==> config.mk <==
export PLATFORM = sky130hd
export DESIGN_NAME = vec_mul_arb_flat
export DESIGN_NICKNAME = d
export VERILOG_FILES = /design/src/rtl/vec_mul_pkg.sv /design/src/rtl/vec_mul_arb_if.sv /design/src/rtl/vec_mul_arb_tag_fifo.sv /design/src/rtl/vec_mul_arb.sv /design/src/flat_wrapper.sv
export SDC_FILE = /design/constraint.sdc
export NUM_CORES = 1
export LEC_CHECK = 0
export ABC_CLOCK_PERIOD_IN_PS = 3520
export CORE_AREA = 2 2 415 417
export CTS_CLUSTER_SIZE = 30
export DETAILED_ROUTE_END_ITERATION = 10
export DIE_AREA = 0 0 417 419
export GPL_ROUTABILITY_DRIVEN = 1
export PLACE_DENSITY = 0.3
export SLEW_MARGIN = 0
export SYNTH_ARGS = -nofsm -noshare
export SYNTH_HDL_FRONTEND = slang
export SYNTH_SLANG_ARGS = --single-unit
==> constraint.sdc <==
create_clock -name clk_i -period 3.52 [get_ports clk_i]
set_clock_uncertainty 0.2 [all_clocks]
set_input_delay 0.704 -clock clk_i [delete_from_list [all_inputs] [get_ports clk_i]]
set_output_delay 0.704 -clock clk_i [all_outputs]
set_load 0.05 [all_outputs]
==> src/rtl/vec_mul_pkg.sv <==
// Shared types for the vector-multiplier arbiter: FSM state encoding and
// requester-ID width.
package vec_mul_pkg;

    typedef enum logic {
        IDLE = 1'b0,
        BUSY = 1'b1
    } state_t;

    localparam int unsigned REQ_ID_W = 1;

    typedef logic [REQ_ID_W-1:0] req_id_t;

    function automatic req_id_t other_req(input req_id_t id);
        return ~id;
    endfunction

endpackage

==> src/rtl/vec_mul_arb_if.sv <==
// Handshake bundle between two requesters, the shared multiplier and the
// arbiter. Member names keep the original flat-port names.
interface vec_mul_arb_if #(
    parameter int unsigned BW_I       = 8,
    parameter int unsigned BW_O       = 16,
    parameter int unsigned VECTOR_LEN = 13
);
    logic [2*VECTOR_LEN*BW_I-1:0] req_data1_i;
    logic [2*VECTOR_LEN*BW_I-1:0] req_data2_i;
    logic [1:0]                   req_valid_i;
    logic [1:0]                   req_last_i;
    logic [1:0]                   req_ready_o;
    logic [VECTOR_LEN*BW_I-1:0]   mul_data1_o;
    logic [VECTOR_LEN*BW_I-1:0]   mul_data2_o;
    logic                         mul_valid_o;
    logic                         mul_last_o;
    logic                         mul_ready_i;
    logic [VECTOR_LEN*BW_O-1:0]   mul_res_i;
    logic                         mul_res_valid_i;
    logic                         mul_res_last_i;
    logic                         mul_res_ready_o;
    logic [VECTOR_LEN*BW_O-1:0]   res_data_o;
    logic [1:0]                   res_valid_o;
    logic [1:0]                   res_last_o;
    logic [1:0]                   res_ready_i;
    logic                         err_o;

    modport slave (
        input  req_data1_i, req_data2_i, req_valid_i, req_last_i,
               mul_ready_i, mul_res_i, mul_res_valid_i, mul_res_last_i,
               res_ready_i,
        output req_ready_o, mul_data1_o, mul_data2_o, mul_valid_o,
               mul_last_o, mul_res_ready_o, res_data_o, res_valid_o,
               res_last_o, err_o
    );

    modport master (
        output req_data1_i, req_data2_i, req_valid_i, req_last_i,
               mul_ready_i, mul_res_i, mul_res_valid_i, mul_res_last_i,
               res_ready_i,
        input  req_ready_o, mul_data1_o, mul_data2_o, mul_valid_o,
               mul_last_o, mul_res_ready_o, res_data_o, res_valid_o,
               res_last_o, err_o
    );

endinterface

==> src/rtl/vec_mul_arb_tag_fifo.sv <==
// Small owner-tag FIFO recording which requester each in-flight packet
// belongs to. DEPTH must be a power of two.
module tag_fifo #(
    parameter int unsigned DEPTH = 4,
    parameter int unsigned WIDTH = 1
) (
    input  logic             clk_i,
    input  logic             rst_i,
    input  logic             push_i,
    input  logic             pop_i,
    input  logic [WIDTH-1:0] din_i,
    output logic [WIDTH-1:0] dout_o,
    output logic             full_o,
    output logic             empty_o
);
    localparam int unsigned AW = (DEPTH > 1) ? $clog2(DEPTH) : 1;

    logic [WIDTH-1:0] mem [DEPTH];
    logic [AW:0]      wr_ptr;
    logic [AW:0]      rd_ptr;
    logic             do_push;
    logic             do_pop;

    // Extra pointer MSB distinguishes full from empty when indices match.
    assign empty_o = (wr_ptr == rd_ptr);
    assign full_o  = (wr_ptr[AW] != rd_ptr[AW]) && (wr_ptr[AW-1:0] == rd_ptr[AW-1:0]);
    assign dout_o  = mem[rd_ptr[AW-1:0]];
    assign do_push = push_i && !full_o;
    assign do_pop  = pop_i && !empty_o;

    always_ff @(posedge clk_i or posedge rst_i) begin
        if (rst_i) begin
            wr_ptr <= '0;
            rd_ptr <= '0;
            for (int unsigned i = 0; i < DEPTH; i++) begin
                mem[i] <= '0;
            end
        end else begin
            if (do_push) begin
                mem[wr_ptr[AW-1:0]] <= din_i;
                wr_ptr              <= wr_ptr + (AW+1)'(1);
            end
            if (do_pop) begin
                rd_ptr <= rd_ptr + (AW+1)'(1);
            end
        end
    end

endmodule

==> src/rtl/vec_mul_arb.sv <==
// Two-requester packet arbiter for a shared vector multiplier; results are
// routed back to their owner in order via the tag FIFO.
module vec_mul_arb
    import vec_mul_pkg::*;
#(
    parameter int unsigned BW_I       = 8,
    parameter int unsigned BW_O       = 16,
    parameter int unsigned VECTOR_LEN = 13,
    parameter int unsigned TAG_DEPTH  = 4
) (
    input  logic          clk_i,
    input  logic          rst_i,
    vec_mul_arb_if.slave  io
);
    localparam int unsigned VW = VECTOR_LEN * BW_I;
    localparam int unsigned RW = VECTOR_LEN * BW_O;

    state_t        state;
    req_id_t       owner;
    req_id_t       rr_ptr;
    req_id_t       grant_id;
    req_id_t       head;
    logic          busy;
    logic          grant;
    logic          fifo_full;
    logic          fifo_empty;
    logic          mul_valid;
    logic          mul_last;
    logic          pkt_done;
    logic          res_pop;
    logic          err_q;
    logic [1:0]    req_ready;
    logic [1:0]    res_valid;
    logic [1:0]    res_last;
    logic [RW-1:0] res_data;

    assign busy = (state == BUSY);

    always_comb begin
        grant_id = '0;
        case (io.req_valid_i)
            2'b11:   grant_id = rr_ptr;
            2'b10:   grant_id = 1'b1;
            default: grant_id = 1'b0;
        endcase
    end

    assign grant     = (state == IDLE) && (|io.req_valid_i) && !fifo_full;
    assign mul_valid = busy && io.req_valid_i[owner];
    assign mul_last  = busy && io.req_last_i[owner];
    assign pkt_done  = mul_valid && io.mul_ready_i && mul_last;
    assign res_pop   = !fifo_empty && io.mul_res_valid_i && io.mul_res_last_i
                       && io.res_ready_i[head];

    always_ff @(posedge clk_i or posedge rst_i) begin
        if (rst_i) begin
            state  <= IDLE;
            owner  <= '0;
            rr_ptr <= '0;
        end else begin
            case (state)
                IDLE: if (grant) begin
                    state <= BUSY;
                    owner <= grant_id;
                end
                BUSY: if (pkt_done) begin
                    state  <= IDLE;
                    rr_ptr <= other_req(owner);
                end
                default: state <= IDLE;
            endcase
        end
    end

    always_ff @(posedge clk_i or posedge rst_i) begin
        if (rst_i) begin
            err_q <= 1'b0;
        end else if (fifo_empty && io.mul_res_valid_i) begin
            err_q <= 1'b1;
        end
    end

    tag_fifo #(
        .DEPTH (TAG_DEPTH),
        .WIDTH (REQ_ID_W)
    ) u_tag_fifo (
        .clk_i   (clk_i),
        .rst_i   (rst_i),
        .push_i  (grant),
        .pop_i   (res_pop),
        .din_i   (grant_id),
        .dout_o  (head),
        .full_o  (fifo_full),
        .empty_o (fifo_empty)
    );

    always_comb begin
        req_ready = '0;
        res_valid = '0;
        res_last  = '0;
        if (busy) begin
            req_ready[owner] = io.mul_ready_i;
        end
        if (!fifo_empty) begin
            res_valid[head] = io.mul_res_valid_i;
            res_last[head]  = io.mul_res_last_i;
        end
    end

    assign res_data = io.mul_res_i;

    assign io.mul_data1_o     = owner ? io.req_data1_i[2*VW-1:VW] : io.req_data1_i[VW-1:0];
    assign io.mul_data2_o     = owner ? io.req_data2_i[2*VW-1:VW] : io.req_data2_i[VW-1:0];
    assign io.mul_valid_o     = mul_valid;
    assign io.mul_last_o      = mul_last;
    assign io.req_ready_o     = req_ready;
    assign io.res_valid_o     = res_valid;
    assign io.res_last_o      = res_last;
    assign io.res_data_o      = res_data;
    assign io.mul_res_ready_o = !fifo_empty && io.res_ready_i[head];
    assign io.err_o           = err_q;

endmodule

==> src/flat_wrapper.sv <==
// flat-port wrapper written by rule: the top's interface ports become plain ports
module vec_mul_arb_flat import vec_mul_pkg::*;
#(
    parameter int unsigned BW_I       = 8,
    parameter int unsigned BW_O       = 16,
    parameter int unsigned VECTOR_LEN = 13,
    parameter int unsigned TAG_DEPTH  = 4
)
  (clk_i, rst_i, io_req_data1_i, io_req_data2_i, io_req_valid_i, io_req_last_i, io_mul_ready_i, io_mul_res_i, io_mul_res_valid_i, io_mul_res_last_i, io_res_ready_i, io_req_ready_o, io_mul_data1_o, io_mul_data2_o, io_mul_valid_o, io_mul_last_o, io_mul_res_ready_o, io_res_data_o, io_res_valid_o, io_res_last_o, io_err_o);
  vec_mul_arb_if #(.BW_I(BW_I), .BW_O(BW_O), .VECTOR_LEN(VECTOR_LEN)) io_i ();
  input  logic clk_i;
  input  logic rst_i;
  input wire logic [$bits(io_i.req_data1_i)-1:0] io_req_data1_i;
  input wire logic [$bits(io_i.req_data2_i)-1:0] io_req_data2_i;
  input wire logic [$bits(io_i.req_valid_i)-1:0] io_req_valid_i;
  input wire logic [$bits(io_i.req_last_i)-1:0] io_req_last_i;
  input wire logic [$bits(io_i.mul_ready_i)-1:0] io_mul_ready_i;
  input wire logic [$bits(io_i.mul_res_i)-1:0] io_mul_res_i;
  input wire logic [$bits(io_i.mul_res_valid_i)-1:0] io_mul_res_valid_i;
  input wire logic [$bits(io_i.mul_res_last_i)-1:0] io_mul_res_last_i;
  input wire logic [$bits(io_i.res_ready_i)-1:0] io_res_ready_i;
  output wire logic [$bits(io_i.req_ready_o)-1:0] io_req_ready_o;
  output wire logic [$bits(io_i.mul_data1_o)-1:0] io_mul_data1_o;
  output wire logic [$bits(io_i.mul_data2_o)-1:0] io_mul_data2_o;
  output wire logic [$bits(io_i.mul_valid_o)-1:0] io_mul_valid_o;
  output wire logic [$bits(io_i.mul_last_o)-1:0] io_mul_last_o;
  output wire logic [$bits(io_i.mul_res_ready_o)-1:0] io_mul_res_ready_o;
  output wire logic [$bits(io_i.res_data_o)-1:0] io_res_data_o;
  output wire logic [$bits(io_i.res_valid_o)-1:0] io_res_valid_o;
  output wire logic [$bits(io_i.res_last_o)-1:0] io_res_last_o;
  output wire logic [$bits(io_i.err_o)-1:0] io_err_o;
  assign io_i.req_data1_i = io_req_data1_i;
  assign io_i.req_data2_i = io_req_data2_i;
  assign io_i.req_valid_i = io_req_valid_i;
  assign io_i.req_last_i = io_req_last_i;
  assign io_i.mul_ready_i = io_mul_ready_i;
  assign io_i.mul_res_i = io_mul_res_i;
  assign io_i.mul_res_valid_i = io_mul_res_valid_i;
  assign io_i.mul_res_last_i = io_mul_res_last_i;
  assign io_i.res_ready_i = io_res_ready_i;
  assign io_req_ready_o = io_i.req_ready_o;
  assign io_mul_data1_o = io_i.mul_data1_o;
  assign io_mul_data2_o = io_i.mul_data2_o;
  assign io_mul_valid_o = io_i.mul_valid_o;
  assign io_mul_last_o = io_i.mul_last_o;
  assign io_mul_res_ready_o = io_i.mul_res_ready_o;
  assign io_res_data_o = io_i.res_data_o;
  assign io_res_valid_o = io_i.res_valid_o;
  assign io_res_last_o = io_i.res_last_o;
  assign io_err_o = io_i.err_o;
  vec_mul_arb #(.BW_I(BW_I), .BW_O(BW_O), .VECTOR_LEN(VECTOR_LEN), .TAG_DEPTH(TAG_DEPTH)) u_core (.clk_i(clk_i), .rst_i(rst_i), .io(io_i));
endmodule
==> results of run 1 <==
## critical path, cell delays in order
cell	delay (ns)
clkdlybuf4s50_1	0.58
mux2_2	0.19
clkdlybuf4s50_1	0.81
## cells in the final DEF (no fill, tap or decap), drive strengths merged, types with 5 or more instances in the layout
cell           count
mux2             210
xnor2              5
ha                 5
a31oi              9
buf              171
clkdlybuf4s50    480
nor2               5
dfrtp             14
## power groups by stage
| stage | clock [mW] | sequential, mW | combinational [mW] |
|---|---|---|---|
| finish | 0.242 | 0.345 | 8.35 |
| global route | 0.258 | 0.367 | 8.74 |
| CTS | 0.247 | 0.352 | 8.74 |
| detailed placement | 0 | 0.355 | 8.70 |
| global placement | 0 | 0.354 | 8.73 |
| floorplan | 0 | 0.316 | 5.37 |
## cells by family (layout without fill, tap and decap cells)
kind of cell	count (synthesis)	after routing	synth area share
compound gates	16	16	0.0215
flops	14	14	0.0727
xor+xnor	7	7	0.0127
other cells	0	3	0
buf+inv	238	659	0.352
mux	215	215	0.504
simple gates	19	19	0.0241
fa+ha+maj	5	5	0.0130
## cell type report
type                    instances  share of cell area
inverters                       4             0.00121
clock buffers                   4             0.00719
repair buffers                651               0.512
diodes                          3            0.000607
multi-input cells             262               0.225
flip-flops and latches         14              0.0286
well taps                    2233               0.226
## through the flow
stage / cell area [sq um] / worst slack, ns / hold slack, ns / cells
after detailed placement: 12300 / 0.357 / 0.259 / 3164
after CTS: 12400 / 0.344 / 0.283 / 3168
after global placement: 12300 / 0.316 / 0.253 / 3164
final: 12400 / 0.329 / 0.278 / 3171
after floorplan: 4820 / 0.824 / 0.260 / 514
after global routing: 12400 / 0.326 / 0.296 / 3169
## path summary, 6_finish.rpt
kind	cells after the start	slack, ns	from	to
hold reg to reg	1	0.28	u_core.io.err_o	u_core.io.err_o
min in group asynchronous	2	0.63	rst_i	u_core.u_tag_fifo.mem[1]
setup reg to reg	4	1.21	u_core.u_tag_fifo.rd_ptr[1]	u_core.u_tag_fifo.rd_ptr[1]
max in group asynchronous	2	2.04	rst_i	u_core.owner
setup / recovery	3	0.33	io_req_data2_i[27]	io_mul_data2_o[27]
hold / removal	1	0.28	u_core.io.err_o	u_core.io.err_o
## layer usage
layer / vias to the layer above / GRT usage
met5: - / 0.0495
met4: 26 / 0.0115
met3: 116 / 0.112
met2: 886 / 0.177
met1: 2569 / 0.100
li1: 2415 / -
## flip-flops by register name, summed over array words and instances (netlist names)
name and count:
u_core.rr_ptr 1, u_core.io.err_o 1, u_core.u_tag_fifo.wr_ptr 3, u_core.busy 1
u_core.owner 1, u_core.u_tag_fifo.mem 4, u_core.u_tag_fifo.rd_ptr 3
==> flow_summary.toml, run 1 <==
[run_status]
status = "finished, final reports clean"

[detailed_routing]
highest_layer = "met5"
antenna_left = 0
post_drt_wl_per_cell_um = 32.5
dr.pass1.iters = 4
routed_via_density = 1.90
wl_met2_mm = 46.2
met3_wirelength_mm = 21.3
drtIter0Drc = 324
wl_met1_mm = 32.8
routed_wirelength_mm = 103
vias = 6012
drc = 0

[pwr]
power.total_mw = 8.94
p_seq_frac = 0.039
comb_power_share = 0.934
power_switching_mw = 5.73
p_per_area_nw_per_um2 = 723
p_int_mw = 3.21
vdd_drop_max_uv = 225
clkPwrFrac = 0.027
p_leak_nw = 4.04
swShare = 0.641

[synthesis]
syn_nets = 1154
yosys.area.top_type = "mux2_2"
yosys-top-cells-count = "209 x mux2_2, 208 x buf_4, 18 x buf_2"
synth_top_area_share = 0.488
synth_most_common_cell = "mux2_2"
synth_warnings = 0
synth_seq_area_share = 0.0727
synth_cells = 514
synth_ff_type = "dfrtp_1"
synthDistinctLibCells = 28
syn_area_sq_um = 4820
synth.avg_cell_area_sq_um = 9.38
synth_edf_count = 0
ys_ff_latch = 14
synthArstFlopShare = 1.00
yosys-top-cells-area = "mux2_2 49%, buf_4 32%, dfrtp_1 7.3%"

[placement]
port_buffers = 644
dp_hpwl_mm = 96.2
gp_congestion = 0.789

[cells_and_area]
area_growth_pct = 156
multi_input_area_sq_um = 2780
drive_gt1_frac = 0.417
seq_area_sq_um = 354
fin_nets = 1576
fillCellCount = 19900
fin_util = 0.0725

[sta]
hold_viol_final = 0
worst_pin_slew_ns = 0.694
final.min_clock_period_ns = 3.19
slew-limit-headroom = 0.533
maxSlewViolCount = 0
rsz0062_at_grt = "false"
post-route-period-util = 0.906
finalSetupTns_ns = 0
fmax_mhz = 313
setup_viol = 0

[hold_path]
hold_class = "reg -> reg"

[setup_path]
crit_path_start_kind = "primary input"
endpoint_kind = "output port"
worstPathMaxFanout = 1
cp_data_required_time_ns = 2.62
critical_path_class = "in -> out"
arrival_ns = 2.29

[clock_network]
clock_latency_ns = 0.25
cts_root_buffer = "clkbuf_16"
htree_num_levels = 1
cts_inserted_buffers = 3
hold_buffers = 0
clk_pin_slew_ns = 0.05
cts_tree = "built"
clockBufferDepth = 2
ctsResizeCount = 0
clock_sinks = 14
postCtsSetupRepairBufs = 0

[global_routing]
grt_usage = 0.111
grt_max_degree = 76
grt_pass1_vias = 6035
grt_pass1_wl_mm = 115
grt_overflow = 0
antenna_found_initial = 37

[floorplan]
die_h_um = 419
die_x_um = 417
rows = 152
start_util = 0.0283
die_area_sq_um = 175000
boundaryPins = 1061
coreArea_sq_um = 171000

[run]
drv_cap = 0
Note: power is estimated with default switching activity, not from simulation.
==> run 2: changes to the inputs <==
- ABC_CLOCK_PERIOD_IN_PS: 3520 -> 3900
- GPL_TIMING_DRIVEN: not set -> 0
- clock period: 3.52 -> 3.9 ns (I/O delays scaled with it)
==> run 2 against run 1 <==
Against the previous run:
- flip-flop and latch count did not move
- register-to-register slack improved by 0.16 ns
- sequential power down 15%
- first-iteration DRC count fell by 22%
- critical endpoint is now io_mul_data2_o[94]
==> flow_summary.toml, run 2 (synthesis gave the netlist of run 1 again) <==
[global_routing]
grt_pass1_vias = 8067
grt_overflow = 0
grt_usage = 0.130
antenna_found_initial = 57
grt_pass1_wl_mm = 137
grt_max_degree = 15

[placement]
port_buffers = 851
dp_hpwl_mm = 114
dp_cells = 3598
gp_congestion = 0.962

[setup_path]
rrSetupSlack_ns = 1.37
endpoint_kind = "output port"
cp_top_family = "buffers and inverters"
worstPathMaxFanout = 10
crit_chain = "buf_4, clkbuf_8, buf_2, mux2_2, clkdlybuf4s50_1"
arrival_ns = 2.78
critical_path_class = "reg -> out"
critPathBufInv = 4
crit_path_start_kind = "flip-flop"
critPathSlowestCell = "clkdlybuf4s50_1"
max_stage_delay_ns = 0.76
cp_data_required_time_ns = 2.92

[sta]
final.min_clock_period_ns = 3.76
slew-limit-headroom = 0.183
worst_pin_slew_ns = 1.22
hold_viol_final = 0
setup_viol = 0
post-route-period-util = 0.964
maxSlewViolCount = 0
fmax_mhz = 266

[clock_network]
clockBufferDepth = 2
clk_pin_slew_ns = 0.05
cts_tree = "built"
htree_num_levels = 1
clock_latency_ns = 0.25
cts_inserted_buffers = 3
clock_sinks = 14
cts_root_buffer = "clkbuf_16"
hold_buffers = 0

[floorplan]
die_area_sq_um = 175000
die_h_um = 419
rows = 152
coreArea_sq_um = 171000
boundaryPins = 1061
die_x_um = 417
start_util = 0.0283

[detailed_routing]
post_drt_wl_per_cell_um = 33.1
vias = 7361
routed_via_density = 2.04
antenna_left = 0
routed_wirelength_mm = 120
dr.pass1.iters = 4
drc = 0
drtIter0Drc = 252

[run_status]
status = "finished, final reports clean"

[pwr]
p_per_area_nw_per_um2 = 568
power.total_mw = 9.19
p_leak_nw = 5.93
vdd_drop_max_uv = 159

[cells_and_area]
drive_gt1_frac = 0.335
fin_util = 0.0949
layout_common_cells = "723 x clkdlybuf4s50_1, 214 x buf_4, 209 x mux2_2, 105 x dlygate4sd2_1, 14 x dfrtp_1"
largest_reg_flops = 4
final_common_cell = "clkdlybuf4s50_1"
largestRegisters = "u_core.u_tag_fifo.mem x4, u_core.u_tag_fifo.rd_ptr x3, u_core.u_tag_fifo.wr_ptr x3"
finalNonFillerCells = 3609
fillCellCount = 19800
fin_nets = 2010
top_register = "u_core.u_tag_fifo.mem"
area_growth_pct = 236

[hold_path]
hold_class = "reg -> reg"

[run]
drv_cap = 0
[run 2: changes by cell type in the layout (fill, tap and decap cells not counted), moves of 2 or more]
cell,before,now
clkdlybuf4s15_2,0,11
buf_12,19,0
dlygate4sd2_1,0,105
diode_2,3,7
clkbuf_1,0,2
buf_1,0,2
buf_2,0,13
clkdlybuf4s50_1,480,723
dlymetal6s2s_1,0,11
buf_4,152,214
[run 2: final timing paths]
path,startpoint,endpoint,cells after the start
setup reg to reg,u_core.u_tag_fifo.rd_ptr[1],u_core.u_tag_fifo.rd_ptr[1],4
hold reg to reg,u_core.io.err_o,u_core.io.err_o,1
hold / removal,u_core.io.err_o,u_core.io.err_o,1
min in group asynchronous,rst_i,u_core.u_tag_fifo.mem[1],2
setup / recovery,u_core.owner,io_mul_data2_o[94],5
max in group asynchronous,rst_i,u_core.io.err_o,2
[run 2: final cells by class]
type | count | area (sq um) | share of cell area
inverter | 4 | 15.0 | 0.000928
tap | 2233 | 2790 | 0.173
multi-input combinational | 262 | 2780 | 0.171
clock buffer | 4 | 88.8 | 0.00549
sequential | 14 | 350 | 0.0217
buffer | 234 | 1710 | 0.106
antenna | 7 | 17.5 | 0.00108
timing repair buffer | 851 | 8430 | 0.521
[run 2: what timing repair did]
item	in CTS	in global routing
buffers inserted	0	0
resized for setup	151	11
endpoints found under the setup margin	198	11
[run 2: per-stage QoR]
| step | TNS [ns] | instance area (sq um) | hold slack (ns) | setup slack (ns) |
|---|---|---|---|---|
| final | 0 | 16200 | 0.258 | 0.140 |
| after CTS | 0 | 16100 | 0.262 | 0.000163 |
| after detailed placement | -66.99 | 16100 | 0.251 | -1.07 |
| after global routing | -0.00221 | 16200 | 0.283 | -0.00209 |
| after floorplan | 0 | 4820 | 0.260 | 1.07 |
| after global placement | -137.10 | 16100 | 0.257 | -1.57 |
[run 2: routing by layer]
metal	share of wire	GRT usage	up-vias
met2	0.50	0.234	556
met5	0.00076	0	-
li1	-	-	3294
met1	0.40	0.157	3409
met4	0.012	0.0129	12
met3	0.084	0.0384	90
[run 2: power by group]
group          switching (mW)  leakage, nW  total (mW)  internal, mW
registers              0.0748        0.160       0.294         0.219
logic                    6.01         5.73        8.68          2.67
clock network          0.0652       0.0442       0.221         0.156
total                    6.15         5.93        9.19          3.04
==> run 3: changes to the inputs <==
- CTS_CLUSTER_SIZE: 30 -> 12
==> results of run 3 <==
Same layout as run 2: the final DEF is identical, and so are final timing and power.
